<file path="src/rtl/averager_ctrl_pkg.sv">
// Shared state encoding, settle length and default widths for the averager
// controller and the averager datapath it drives.
package averager_ctrl_pkg;

   localparam int AVERAGING_POINTS_BITS_DEFAULT = 48;
   localparam int INPUT_DATA_BITS_DEFAULT       = 16;
   localparam int FRAME_COUNT_BITS_DEFAULT      = 16;

   localparam logic [2:0] S_IDLE   = 3'd0;
   localparam logic [2:0] S_LOAD   = 3'd1;
   localparam logic [2:0] S_SETTLE = 3'd2;
   localparam logic [2:0] S_RUN    = 3'd3;
   localparam logic [2:0] S_ABORT  = 3'd4;

   typedef enum logic [2:0] {
      IDLE   = S_IDLE,
      LOAD   = S_LOAD,
      SETTLE = S_SETTLE,
      RUN    = S_RUN,
      ABORT  = S_ABORT
   } state_t;

   // Cycles the averager's registered log2 stage needs after a new points value.
   localparam int SETTLE_CYCLES = 2;

endpackage

</file>
<file path="src/rtl/averager_controller_result_holder.sv">
// Output register for finished averages: valid/ready handshake plus a sticky
// overrun flag for results that arrive while the previous one is still held.
module result_holder #(
   parameter int OUTPUT_DATA_BITS = 64
) (
   input  logic                        clock,
   input  logic                        reset_n,
   input  logic                        load_valid,
   input  logic [OUTPUT_DATA_BITS-1:0] load_data,
   input  logic                        clear_overrun,
   input  logic                        result_ready,
   output logic [OUTPUT_DATA_BITS-1:0] result_data,
   output logic                        result_valid,
   output logic                        overrun
);

   // NOTE: sequential state uses non-blocking assignments only, so every
   // register samples pre-edge values and later assignments in the block win.
   always_ff @(posedge clock or negedge reset_n) begin
      if (!reset_n) begin
         result_data  <= '0;
         result_valid <= 1'b0;
         overrun      <= 1'b0;
      end else begin
         if (clear_overrun)
            overrun <= 1'b0;
         if (load_valid) begin
            if (!result_valid || result_ready) begin
               result_data  <= load_data;
               result_valid <= 1'b1;
            end else begin
               overrun <= 1'b1;
            end
         end else if (result_valid && result_ready) begin
            result_valid <= 1'b0;
         end
      end
   end

endmodule

</file>
<file path="src/rtl/averager_controller.sv">
// Sequencer for one signed averager: latches and checks configuration, gates
// the sample stream into the averager and counts completed frames.
module averager_controller
   import averager_ctrl_pkg::*;
#(
   parameter int AVERAGING_POINTS_BITS = AVERAGING_POINTS_BITS_DEFAULT,
   parameter int INPUT_DATA_BITS       = INPUT_DATA_BITS_DEFAULT,
   parameter int OUTPUT_DATA_BITS      = INPUT_DATA_BITS + AVERAGING_POINTS_BITS,
   parameter int FRAME_COUNT_BITS      = FRAME_COUNT_BITS_DEFAULT
) (
   input  logic                             clock,
   input  logic                             reset_n,
   input  logic [AVERAGING_POINTS_BITS-1:0] cfg_averaging_points,
   input  logic                             cfg_shift,
   input  logic [FRAME_COUNT_BITS-1:0]      cfg_frame_count,
   input  logic                             start,
   input  logic                             stop,
   input  logic                             sample_valid,
   input  logic [INPUT_DATA_BITS-1:0]       sample_data,
   output logic                             avg_reset,
   output logic [AVERAGING_POINTS_BITS-1:0] avg_points,
   output logic                             avg_shift,
   output logic                             avg_run,
   output logic [INPUT_DATA_BITS-1:0]       avg_data_in,
   input  logic                             avg_data_valid,
   input  logic [OUTPUT_DATA_BITS-1:0]      avg_data_out,
   output logic [OUTPUT_DATA_BITS-1:0]      result_data,
   output logic                             result_valid,
   input  logic                             result_ready,
   output logic                             busy,
   output logic                             done,
   output logic                             overrun,
   output logic                             cfg_error,
   output logic [FRAME_COUNT_BITS-1:0]      frames_done
);

   state_t                             state;
   logic   [1:0]                       settle_cnt;
   logic   [FRAME_COUNT_BITS-1:0]      frame_target;
   logic   [FRAME_COUNT_BITS-1:0]      frames_inc;
   logic   [AVERAGING_POINTS_BITS-1:0] points_minus_one;
   logic                               cfg_bad;
   logic                               start_accept;

   // Shifted output needs a power-of-two window so the averager can divide by shifting.
   assign points_minus_one = cfg_averaging_points - AVERAGING_POINTS_BITS'(1);
   assign cfg_bad = (cfg_averaging_points == '0) ||
                    (cfg_shift && ((cfg_averaging_points & points_minus_one) != '0));

   assign start_accept = (state == IDLE) && start && !stop;
   assign frames_inc   = (frames_done == '1) ? frames_done
                                             : frames_done + FRAME_COUNT_BITS'(1);

   assign avg_run     = (state == RUN) && sample_valid;
   assign avg_data_in = sample_data;

   always_ff @(posedge clock or negedge reset_n) begin
      if (!reset_n) begin
         state        <= IDLE;
         settle_cnt   <= '0;
         avg_points   <= '0;
         avg_shift    <= 1'b0;
         frame_target <= '0;
         frames_done  <= '0;
         avg_reset    <= 1'b1;
         busy         <= 1'b0;
         done         <= 1'b0;
         cfg_error    <= 1'b0;
      end else begin
         avg_reset <= 1'b0;
         done      <= 1'b0;
         case (state)
            IDLE: begin
               if (start_accept) begin
                  cfg_error   <= 1'b0;
                  frames_done <= '0;
                  busy        <= 1'b1;
                  state       <= LOAD;
               end
            end
            LOAD: begin
               avg_points   <= cfg_averaging_points;
               avg_shift    <= cfg_shift;
               frame_target <= cfg_frame_count;
               settle_cnt   <= '0;
               if (stop) begin
                  avg_reset <= 1'b1;
                  state     <= ABORT;
               end else if (cfg_bad) begin
                  cfg_error <= 1'b1;
                  busy      <= 1'b0;
                  state     <= IDLE;
               end else begin
                  state <= SETTLE;
               end
            end
            SETTLE: begin
               if (stop) begin
                  avg_reset <= 1'b1;
                  state     <= ABORT;
               end else if (settle_cnt == 2'(SETTLE_CYCLES - 1)) begin
                  state <= RUN;
               end else begin
                  settle_cnt <= settle_cnt + 2'd1;
               end
            end
            RUN: begin
               if (avg_data_valid)
                  frames_done <= frames_inc;
               // A result arriving with stop is still counted; stop then wins the transition.
               if (stop) begin
                  avg_reset <= 1'b1;
                  state     <= ABORT;
               end else if (avg_data_valid && (frame_target != '0) &&
                            (frames_inc == frame_target)) begin
                  done  <= 1'b1;
                  busy  <= 1'b0;
                  state <= IDLE;
               end
            end
            ABORT: begin
               busy  <= 1'b0;
               state <= IDLE;
            end
            default: begin
               busy  <= 1'b0;
               state <= IDLE;
            end
         endcase
      end
   end

   result_holder #(
      .OUTPUT_DATA_BITS(OUTPUT_DATA_BITS)
   ) u_result_holder (
      .clock        (clock),
      .reset_n      (reset_n),
      .load_valid   (avg_data_valid),
      .load_data    (avg_data_out),
      .clear_overrun(start_accept),
      .result_ready (result_ready),
      .result_data  (result_data),
      .result_valid (result_valid),
      .overrun      (overrun)
   );

endmodule

</file>
<file path="config.mk">
export PLATFORM = sky130hd
export DESIGN_NAME = averager_controller
export DESIGN_NICKNAME = d
export VERILOG_FILES = /design/src/rtl/averager_ctrl_pkg.sv /design/src/rtl/averager_controller_result_holder.sv /design/src/rtl/averager_controller.sv
export SDC_FILE = /design/constraint.sdc
export NUM_CORES = 1
export LEC_CHECK = 0
export ABC_AREA = 1
export BUFFER_PORTS_ARGS = -buffer_cell sky130_fd_sc_hd__buf_2
export CAP_MARGIN = 20
export CELL_PAD_IN_SITES_DETAIL_PLACEMENT = 1
export CELL_PAD_IN_SITES_GLOBAL_PLACEMENT = 1
export CORE_UTILIZATION = 32
export CTS_CLUSTER_DIAMETER = 60
export DETAILED_ROUTE_END_ITERATION = 7
export PLACE_DENSITY_LB_ADDON = 0.1
export SLEW_MARGIN = 0
export SYNTH_ARGS = -nofsm -noshare
export SYNTH_HDL_FRONTEND = slang
export SYNTH_SLANG_ARGS = --single-unit
</file>
<file path="constraint.sdc">
create_clock -name clock -period 1.8 [get_ports clock]
set_input_delay 0.36 -clock clock [delete_from_list [all_inputs] [get_ports clock]]
set_output_delay 0.36 -clock clock [all_outputs]
set_load 0.02 [all_outputs]
</file>
# [After elaboration in Yosys (flattened, before gate mapping)]
# Cells that the tools add are included.
[op_classes] shifts=0 reduce_logical=27 add_sub_neg=3 muxes=36 order_cmp=0 mul=0 bitwise=2 eq_ne=17 n_div=0
[op_table] cell="AND 48 bit" count=1
[op_table] cell="logical NOT 48 bit" count=1
[op_table] cell="2-to-1 mux 16 bit" count=3
[op_table] cell="nonzero test 48 bit" count=1
[op_table] cell="subtractor 48 x 1 -> 48 bit (second input constant)" count=1
[op_table] cell="case mux 16 bit (2 select lines)" count=1
[op_table] cell="2-to-1 mux 1 bit" count=19
[op_table] cell="2-to-1 mux 3 bit" count=6
[op_table] cell="adder 16 x 1 -> 16 bit (second input constant)" count=1
[op_table] cell="== test 16 bit" count=1
[op_table] cell="== test 16 bit (second input constant)" count=1
[op_table] cell="nonzero test 16 bit" count=1
[op_table] cell="inequality test 2 bit (second input constant)" count=7
[op_table] cell="case mux 3 bit (4 select lines)" count=1
[op_table] cell="AND reduction 3 bit" count=3
[op_table] cell="nonzero test 2 bit" count=4
[op_table] cell="logical AND 1 bit" count=7
[op_table] cell="== test 3 x 2 -> 1 bit (second input constant)" count=2
[op_table] cell="2-to-1 mux 2 bit" count=3
[op_table] cell="AND reduction 6 bit" count=1
[op_table] cell="inequality test 2 x 1 -> 1 bit (second input constant)" count=2
[op_table] cell="case mux 1 bit (4 select lines)" count=1
[op_table] cell="case mux 2 bit (2 select lines)" count=1
[op_table] cell="AND reduction 2 bit" count=2
[op_table] cell="other kinds (12)" count=14
[word_totals] register_bits=156 output_inout_bits=152 mem_count=0 wordCells=98 latch_bits=0 romBits=0 ram_bits=0 inputBits=152

# [Logic depth before layout (Yosys ltp)]
# Gate-level depths: netlist of the first run.
[depth] word_depth=8 ltp_mapped=19 depth_no_buf=19

# [By module]
# Synthesis of the first run repeated with hierarchy kept, for this count alone.
[unflattened] cells_unflattened=1162 area_unflattened_um2=8236.6
[modules_own_cells] module="averager_controller" cells_each=877 instances=1 area_per_inst_um2=5636.7 seq_area_each_um2=2253.4
[modules_own_cells] module="result_holder" cells_each=285 instances=1 area_per_inst_um2=2600.0 seq_area_each_um2=1651.6

# [Worst setup path before layout of the first run]
# OpenSTA, ideal clock, no wires.
[synth_path] kind="reg-to-reg" from="register frames_done[0]" to="register busy" arrival_ns=2.077 n_path_buf=1 path_slack_ns=-0.394 period_less_slack_ns=2.194 t_required_ns=1.683 path_stages_with_launch=18 setup_time_ns=0.117 path_cell_list="dfrtp_1 > ha_1 > nand2_2 > nor2_4 > nand2_4 > nor2_8 > inv_2 > buf_6 > nand2_1 > nand2_1 > nand2_1 > nand3_1 > nor2_1 > nand2_1 > a21oi_1 > nand2_1 > nand2_1 > nand2_1"
[synth_via] elab_chain_len=6 word_cells_on_any_way=7 classes_between="add/sub: 1; eq/ne: 3; mux: 1; reduce/logical: 2"
[synth_rtl] element="start, declared" line_no="averager_controller.sv:34" rtl="output logic [FRAME_COUNT_BITS-1:0] frames_done"
[synth_rtl] element="start signal, assigned" line_no="averager_controller.sv:109" rtl="frames_done <= frames_inc;"
[synth_rtl] element="adder 16 x 1 -> 16 bit / == test 16 bit (equally long branches)" line_no="averager_controller.sv:52, averager_controller.sv:51"
[synth_rtl] element="2-to-1 mux 16 bit *" line_no="averager_controller.sv:51" rtl="assign frames_inc = (frames_done == '1) ? frames_done"
[synth_rtl] element="== test 16 bit *" line_no="averager_controller.sv:115" rtl="(frames_inc == frame_target)) begin"
[synth_rtl] element="logical AND 1 bit *" line_no="averager_controller.sv:114" rtl="end else if (avg_data_valid && (frame_target != '0) &&"
[synth_rtl] element="inequality test 2 x 1 -> 1 bit (no line) *"
[synth_rtl] element="AND reduction 6 bit (no line) *"
[synth_rtl] element="end signal, assigned" line_no="averager_controller.sv:117" rtl="busy <= 1'b0;"
[synth_rtl] element="end signal, assigned" line_no="averager_controller.sv:122" rtl="busy <= 1'b0;"
[synth_rtl] element="end signal, assigned" line_no="averager_controller.sv:126" rtl="busy <= 1'b0;"
[synth_rtl] element="end, declared" line_no="averager_controller.sv:30" rtl="output logic busy,"
# Mark *: on every way between the ends. The rest lies on a longest branch, timed or not.
# A chain may end at the register's enable or synchronous reset.

# [Final worst setup path of the first run]
[layout_path] from="register frames_done[0]" to="register state[1]"
[layout_via] elab_chain_len=6 word_cells_on_any_way=7 classes_between="add/sub: 1; eq/ne: 3; mux: 1; reduce/logical: 2"
[layout_rtl] element="adder 16 x 1 -> 16 bit / == test 16 bit (equally long branches)" line_no="averager_controller.sv:52, averager_controller.sv:51"
[layout_rtl] element="2-to-1 mux 16 bit *" line_no="averager_controller.sv:51"
[layout_rtl] element="== test 16 bit *" line_no="averager_controller.sv:115"
[layout_rtl] element="logical AND 1 bit *" line_no="averager_controller.sv:114"
[layout_rtl] element="inequality test 3 x 2 -> 1 bit (no line) *"
[layout_rtl] element="AND reduction 3 bit (no line) *"
[layout_rtl] element="end signal, assigned" line_no="averager_controller.sv:113" rtl="state <= ABORT;"
[layout_rtl] element="end signal, assigned" line_no="averager_controller.sv:118" rtl="state <= IDLE;"
[layout_rtl] element="end signal, assigned" line_no="averager_controller.sv:123" rtl="state <= IDLE;"
[layout_rtl] element="end, declared" line_no="averager_controller.sv:37" rtl="state_t state;"
# Marked as above.

==> run_results.csv, run 1 <==
group,metric,value,unit
setup_path,required,2.17,ns
global_route,antenna_found_initial,0,
sta,worst_pin_slew,0.431,ns
sta,slew-limit-headroom,70.9,%
setup_path,path_class,"register to register",
global_route,grt_pass1_vias,9078,
place,dpl.hpwl,22.8,mm
power,max-vdd-ir-drop,0.623,mV
cts,clockBufferDepth,2,
cts,cts_num_sinks,156,
synth,synth.distinct_cells,36,
floorplan,num_rows,57,
power,power.total,0.0154,W
setup_path,startpoint_type,"register",
detailed_routing,antenna_left,0,
detailed_routing,met2_length,16.1,mm
sta,rsz0062_at_grt,"yes",
synth,synth_cells,978,
synth,synth-seq-cells,156,
global_route,grt_pass1_wl,47.2,mm
synth,synth-async-reset-ratio,100,%
place,numPortBuffers,271,
synth,synth_top_area_share,47.8,%
detailed_routing,routed-via-count,8323,
sta,min_period,2.19,ns
sta,final.setup_skew,0.0102,ns
sta,timing.hold.ws,0.156,ns
detailed_routing,initialDrtViolationCount,312,
power,power_density,1190,nW/um2
floorplan,core-area,24600,um2
cells_and_area,fin_util,52.5,%
cts,cts.reportedPaths.clkPinSlew,0.08,ns
synth,yosysSeqAreaShare,48.1,%
sta,fmax,457,MHz
cells_and_area,drive_above_1_share,55.1,%
run_status,violations,"setup timing",
sta,setup_ws,-0.387,ns
synth,synth_flop_cell,"dfrtp_1",
detailed_routing,drt-wirelength-per-cell,16.8,um
detailed_routing,drt-pass1-iter-count,4,
worst_hold_path,hp-class,"primary input to register",
flow_run,maxCapViolCount,0,
detailed_routing,wl_met3,1.01,mm
global_route,grt_max_degree,59,
synth,syn_nets,1132,
floorplan,dieWidth,161,um
cts,clock_latency,0.43,ns
synth,synth_area_per_cell,8.29,um2
sta,finalSetupViolCount,5,
detailed_routing,vias_per_cell,4.67,
cts,clk_root_buffer_cell,"clkbuf_16",
cts,tritoncts,"built",
cts,cts-htree-levels,4,
cts,cts_made_buffers,17,
floorplan,die_area,26000,um2
synth,ys_warn_count,0,
setup_path,end_kind,"register",
sta,finalMaxSlewViolations,0,
sta,fin_crit_sh,121,%
global_route,track_usage,23.2,%
cells_and_area,area_delta_synth_final,59.2,%
floorplan,die_h,161,um
global_route,overflow,0,
synth,synth_area_leaders,"dfrtp_1, nand2_1, mux2_2",
floorplan,start_util,33.0,%
synth,synth-edff-count,0,
setup_path,cp_max_fo,5,
sta,hold_viol,0,
detailed_routing,drc,0,
detailed_routing,totalWireLength,29.9,mm
power,power_leakage,6.40,nW
synth,yosys.area.top_type,"dfrtp_1",
cells_and_area,insertedDiodeCount,0,
detailed_routing,highest_layer,"met4",
cells_and_area,nets,1600,
place,place_congestion,0.872,
floorplan,pin_count,304,
setup_path,arrival,2.56,ns
synth,syn_area,8110,um2
run_status,status,"finished with violations",
detailed_routing,met1Wirelength,12.3,mm
cells in the mapped netlist (2+ instances only):
cell / number
ha_1: 2
nor3_1: 13
nor2_1: 144
buf_4: 16
buf_6: 2
a21oi_1: 20
nor2_2: 4
nor3b_1: 3
mux2_2: 84
o21ai_0: 62
o21ai_1: 3
nand2_1: 260
nand3_2: 6
buf_1: 2
clkbuf_1: 19
o22ai_1: 7
inv_2: 2
xor2_1: 6
nand4_1: 12
nand3_1: 49
dfrtp_1: 155
nand2_2: 4
inv_1: 90
metal layers:
| layer | GRT usage [%] | vias up |
|---|---|---|
| li1 | - | 4080 |
| met2 | 42.3 | 169 |
| met3 | 3.90 | 36 |
| met5 | 0 | - |
| met4 | 6.30 | 0 |
| met1 | 27.9 | 4038 |
cell usage in the layout (no fill, tap or decap), types with 5 or more instances in the layout:
| cell | Yosys | final |
|---|---|---|
| o21ai_2 | 0 | 9 |
| dfrtp_2 | 0 | 7 |
| nand2_2 | 4 | 45 |
| inv_1 | 90 | 85 |
| buf_4 | 16 | 196 |
| buf_12 | 0 | 7 |
| nor3_2 | 1 | 5 |
| a21oi_1 | 20 | 18 |
| nor2_4 | 1 | 30 |
| mux2_2 | 84 | 84 |
| inv_2 | 2 | 5 |
| nand4_1 | 12 | 12 |
| nor2_1 | 144 | 76 |
| nor2_2 | 4 | 43 |
| nand3_2 | 6 | 18 |
| clkbuf_16 | 0 | 17 |
| nor3_1 | 13 | 7 |
| buf_6 | 2 | 15 |
| o21ai_0 | 62 | 47 |
| nand3_1 | 49 | 28 |
| nand2_4 | 1 | 5 |
| dfrtp_1 | 155 | 148 |
| o21ai_1 | 3 | 9 |
| nand3_4 | 0 | 9 |
| buf_2 | 0 | 268 |
| nand2_1 | 260 | 214 |
sequential cells by signal, indices dropped and copies added (netlist names):
signal / count
avg_points: 48
avg_reset: 1
avg_shift: 1
busy: 1
cfg_error: 1
done: 1
frame_target: 16
frames_done: 16
settle_cnt: 2
state: 3
u_result_holder.overrun: 1
u_result_holder.result_data: 64
u_result_holder.result_valid: 1
cell type report:
| cell class | count | area [um2] |
|---|---|---|
| inverters | 92 | 353 |
| fillers | 3003 | 11700 |
| well taps | 324 | 405 |
| flip-flops and latches | 156 | 3910 |
| repair buffers | 488 | 3160 |
| clock inverters | 15 | 186 |
| multi-input cells | 691 | 4470 |
| clock buffers | 17 | 425 |
power by group:
part,switching (W),internal (W)
Combinational,0.00384,0.00271
Clock,0.00186,0.00191
Sequential,0.000544,0.00455
kinds of logic (layout without fill, tap and decap cells):
kind of cell               after synthesis  in the layout  synth area share [%]
adders and majority gates                2              2                 0.308
and+or+nand+nor                        502            502                  26.0
DFF                                    156            156                  48.1
muxes                                   84             84                  11.7
buffers and inverters                  131            612                  6.99
AOI/OAI and AO/OA                       97             97                  6.28
xor gates and xnor gates                 6              6                 0.648
timing repair:
item,4_1_cts,5_1_grt
endpoints found under the setup margin,15,24
hold buffers,1,0
pin swaps,30,50
gates cloned,2,0
hold endpoints to repair,33,0
resized for setup,78,174
setup buffers,15,6
worst max-delay path, stage by stage (launching register included):
cell     delay, ns
dfrtp_2       0.40
ha_4          0.15
nand2_4       0.05
nor2_4        0.12
nand2_4       0.11
buf_6         0.15
o21ai_2       0.15
nand2_1       0.10
nand2_1       0.09
nand3_1       0.07
nor2_1        0.10
nand2_1       0.07
nor2_2        0.12
nand2_2       0.10
nand2_2       0.10
nand2_2       0.06
nor2_1        0.08
nand2_1       0.05
nand2_1       0.05
per-stage QoR:
| step | instances | TNS (ns) | worst slack [ns] | instance area [um2] |
|---|---|---|---|---|
| detailed placement | 1729 | -3.28 | -0.609 | 11300 |
| global placement | 1729 | -2.66 | -0.576 | 11300 |
| finish | 1783 | -1.42 | -0.387 | 12900 |
| CTS | 1779 | -1.35 | -0.368 | 12300 |
| floorplan | 978 | -0.688 | -0.206 | 8140 |
| global route | 1783 | -3.54 | -0.577 | 12900 |
worst paths after layout:
check	depth (start not counted)	slack, ns	end	startpoint
min in group asynchronous	2	0.41	frames_done[9]	reset_n
min	2	0.16	u_result_holder.result_data[48]	avg_data_out[48]
max in group asynchronous	3	0.78	avg_points[29]	reset_n
max reg2reg	18	-0.39	state[1]	frames_done[0]
min reg2reg	2	0.48	avg_points[0]	avg_points[0]
max	18	-0.39	state[1]	frames_done[0]
Note: power is estimated with default switching activity, not from simulation.
==> run 2: changes to the inputs <==
--- a/config.mk
+++ b/config.mk
@@ -14,7 +14,9 @@
 export CTS_CLUSTER_DIAMETER = 60
 export DETAILED_ROUTE_END_ITERATION = 7
 export PLACE_DENSITY_LB_ADDON = 0.1
+export SETUP_SLACK_MARGIN = 0.4
 export SLEW_MARGIN = 0
 export SYNTH_ARGS = -nofsm -noshare
 export SYNTH_HDL_FRONTEND = slang
 export SYNTH_SLANG_ARGS = --single-unit
+export TNS_END_PERCENT = 1
==> run_results.csv, run 2 (synthesized netlist as in run 1, its figures left out) <==
group,metric,value,unit
cells_and_area,fin_area,12500,um2
power,power_density,1210,nW/um2
floorplan,die_h,161,um
setup_path,cp_max_fo,5,
cells_and_area,max_flop_register,"u_result_holder.result_data",
worst_hold_path,hp-class,"primary input to register",
cells_and_area,fin_util,51.0,%
power,power_frac_clock,24.7,%
place,place_congestion,0.889,
power,combPwrFrac,41.7,%
cts,clockBufferDepth,2,
power,p_int,0.00910,W
cells_and_area,area_delta_synth_final,54.6,%
sta,min_period,2.22,ns
cells_and_area,fin_cells,1774,
cts,tritoncts,"built",
floorplan,core-area,24600,um2
power,swShare,40.0,%
power,sequentialPowerShare,33.6,%
cts,cts.reportedPaths.clkPinSlew,0.08,ns
floorplan,num_rows,57,
sta,hold_viol,0,
global_route,track_usage,22.7,%
global_route,grt_max_degree,53,
cells_and_area,final_common_cell,"buf_2",
cells_and_area,nets,1590,
cts,cts_num_sinks,156,
run_status,violations,"setup timing",
detailed_routing,drt-pass1-iter-count,4,
cts,cts-htree-levels,4,
detailed_routing,initialDrtViolationCount,294,
power,power.total,0.0152,W
cells_and_area,top_regs,"u_result_holder.result_data: 64 flops, avg_points: 48 flops",
cts,clock_latency,0.43,ns
run_status,status,"finished with violations",
setup_path,end_kind,"register",
detailed_routing,antenna_left,0,
flow_run,maxCapViolCount,0,
cells_and_area,final_cell_mix,"buf_2, nand2_1, buf_4",
sta,final.setup_skew,0.00981,ns
sta,finalMaxSlewViolations,0,
sta,slew-limit-headroom,77.4,%
place,dpl.cell_count,1727,
place,dpl.hpwl,22.3,mm
sta,worst_pin_slew,0.340,ns
detailed_routing,drt-wirelength-per-cell,16.4,um
floorplan,die_area,26000,um2
floorplan,start_util,33.0,%
setup_path,path_class,"register to register",
sta,rsz0062_at_grt,"yes",
global_route,grt_pass1_wl,46.3,mm
cells_and_area,drive_above_1_share,47.8,%
floorplan,dieWidth,161,um
sta,fmax,451,MHz
global_route,grt_pass1_vias,8790,
detailed_routing,routed-via-count,8232,
place,numPortBuffers,271,
place,dp_slack,-0.625,ns
global_route,antenna_found_initial,0,
floorplan,pin_count,304,
detailed_routing,totalWireLength,29.2,mm
cts,clk_root_buffer_cell,"clkbuf_16",
detailed_routing,drc,0,
setup_path,required,2.17,ns
setup_path,arrival,2.59,ns
setup_path,startpoint_type,"register",
power,power_leakage,6.38,nW
place,dpl-instance-area,11200,um2
cts,cts_made_buffers,17,
sta,setup_ws,-0.419,ns
power,max-vdd-ir-drop,0.646,mV
cells_and_area,largest_reg_flops,64,
detailed_routing,vias_per_cell,4.64,
global_route,overflow,0,
sta,fin_crit_sh,123,%
sta,finalSetupViolCount,7,
power,switchingPower,0.00607,W
run 2: power groups by stage:
stage / clock (W) / sequential [W] / combinational (W)
floorplan: 0 / 0.00611 / 0.00229
global placement: 0 / 0.00509 / 0.00567
detailed placement: 0 / 0.00514 / 0.00577
CTS: 0.00383 / 0.00509 / 0.00594
global route: 0.00397 / 0.00524 / 0.00687
finish: 0.00374 / 0.00510 / 0.00633
run 2: area by class of cell:
cell class,instances,area [um2]
Antenna cell,1,2.50
Clock buffer,17,425
Clock inverter,15,178
Fill cell,2996,12100
Sequential cell,156,3910
Tap cell,324,405
Timing Repair Buffer,478,3210
Multi-Input combinational cell,691,4060
Inverter,92,350
run 2: through the flow:
| step | hold WS, ns | TNS (ns) |
|---|---|---|
| after CTS | 0.136 | -2.04 |
| final | 0.150 | -2.00 |
| after floorplan | 0.0644 | -0.712 |
| after detailed placement | 0.271 | -3.40 |
| after global placement | 0.267 | -2.77 |
| after global routing | 0.134 | -3.26 |
run 2: critical path, stage by stage (launching register included):
cell and delay, ns:
dfrtp_2 0.40, ha_4 0.14, nand2_2 0.06, nor2_4 0.11
nand2_4 0.11, nor2_8 0.12, buf_4 0.15, nor2_1 0.08
nand2_1 0.06, nand2_1 0.06, nor2_1 0.16, nand3_1 0.12
nor2_2 0.12, nand2_2 0.09, nand2_1 0.08, nand2_1 0.06
nor2_1 0.11, nand2_1 0.06, nand2_1 0.05
run 2: timing repair:
item,4_1_cts,5_1_grt
endpoints found under the hold margin,29,0
setup buffers,8,5
pin swaps,17,14
endpoints found under the setup margin,72,99
hold buffers,1,0
resized for setup,97,76
run 2: path summary, 6_finish.rpt:
| path | from | to | slack (ns) | depth (start not counted) |
|---|---|---|---|---|
| worst max-delay path | frames_done[1] | state[1] | -0.42 | 18 |
| worst min-delay path | avg_data_out[9] | u_result_holder.result_data[9] | 0.15 | 2 |
| worst max register to register | frames_done[1] | state[1] | -0.42 | 18 |
| worst min register to register | avg_points[7] | avg_points[7] | 0.48 | 2 |
| max in group asynchronous | reset_n | u_result_holder.result_data[0] | 0.75 | 3 |
| min in group asynchronous | reset_n | frames_done[6] | 0.38 | 2 |
run 2: metal layers:
metal / track usage (%) / vias up / share of wire (%)
li1: - / 4060 / -
met1: 27.9 / 3984 / 43
met2: 41.3 / 149 / 52
met3: 3.21 / 39 / 2.8
met4: 6.43 / 0 / 1.8
met5: 0 / - / 0
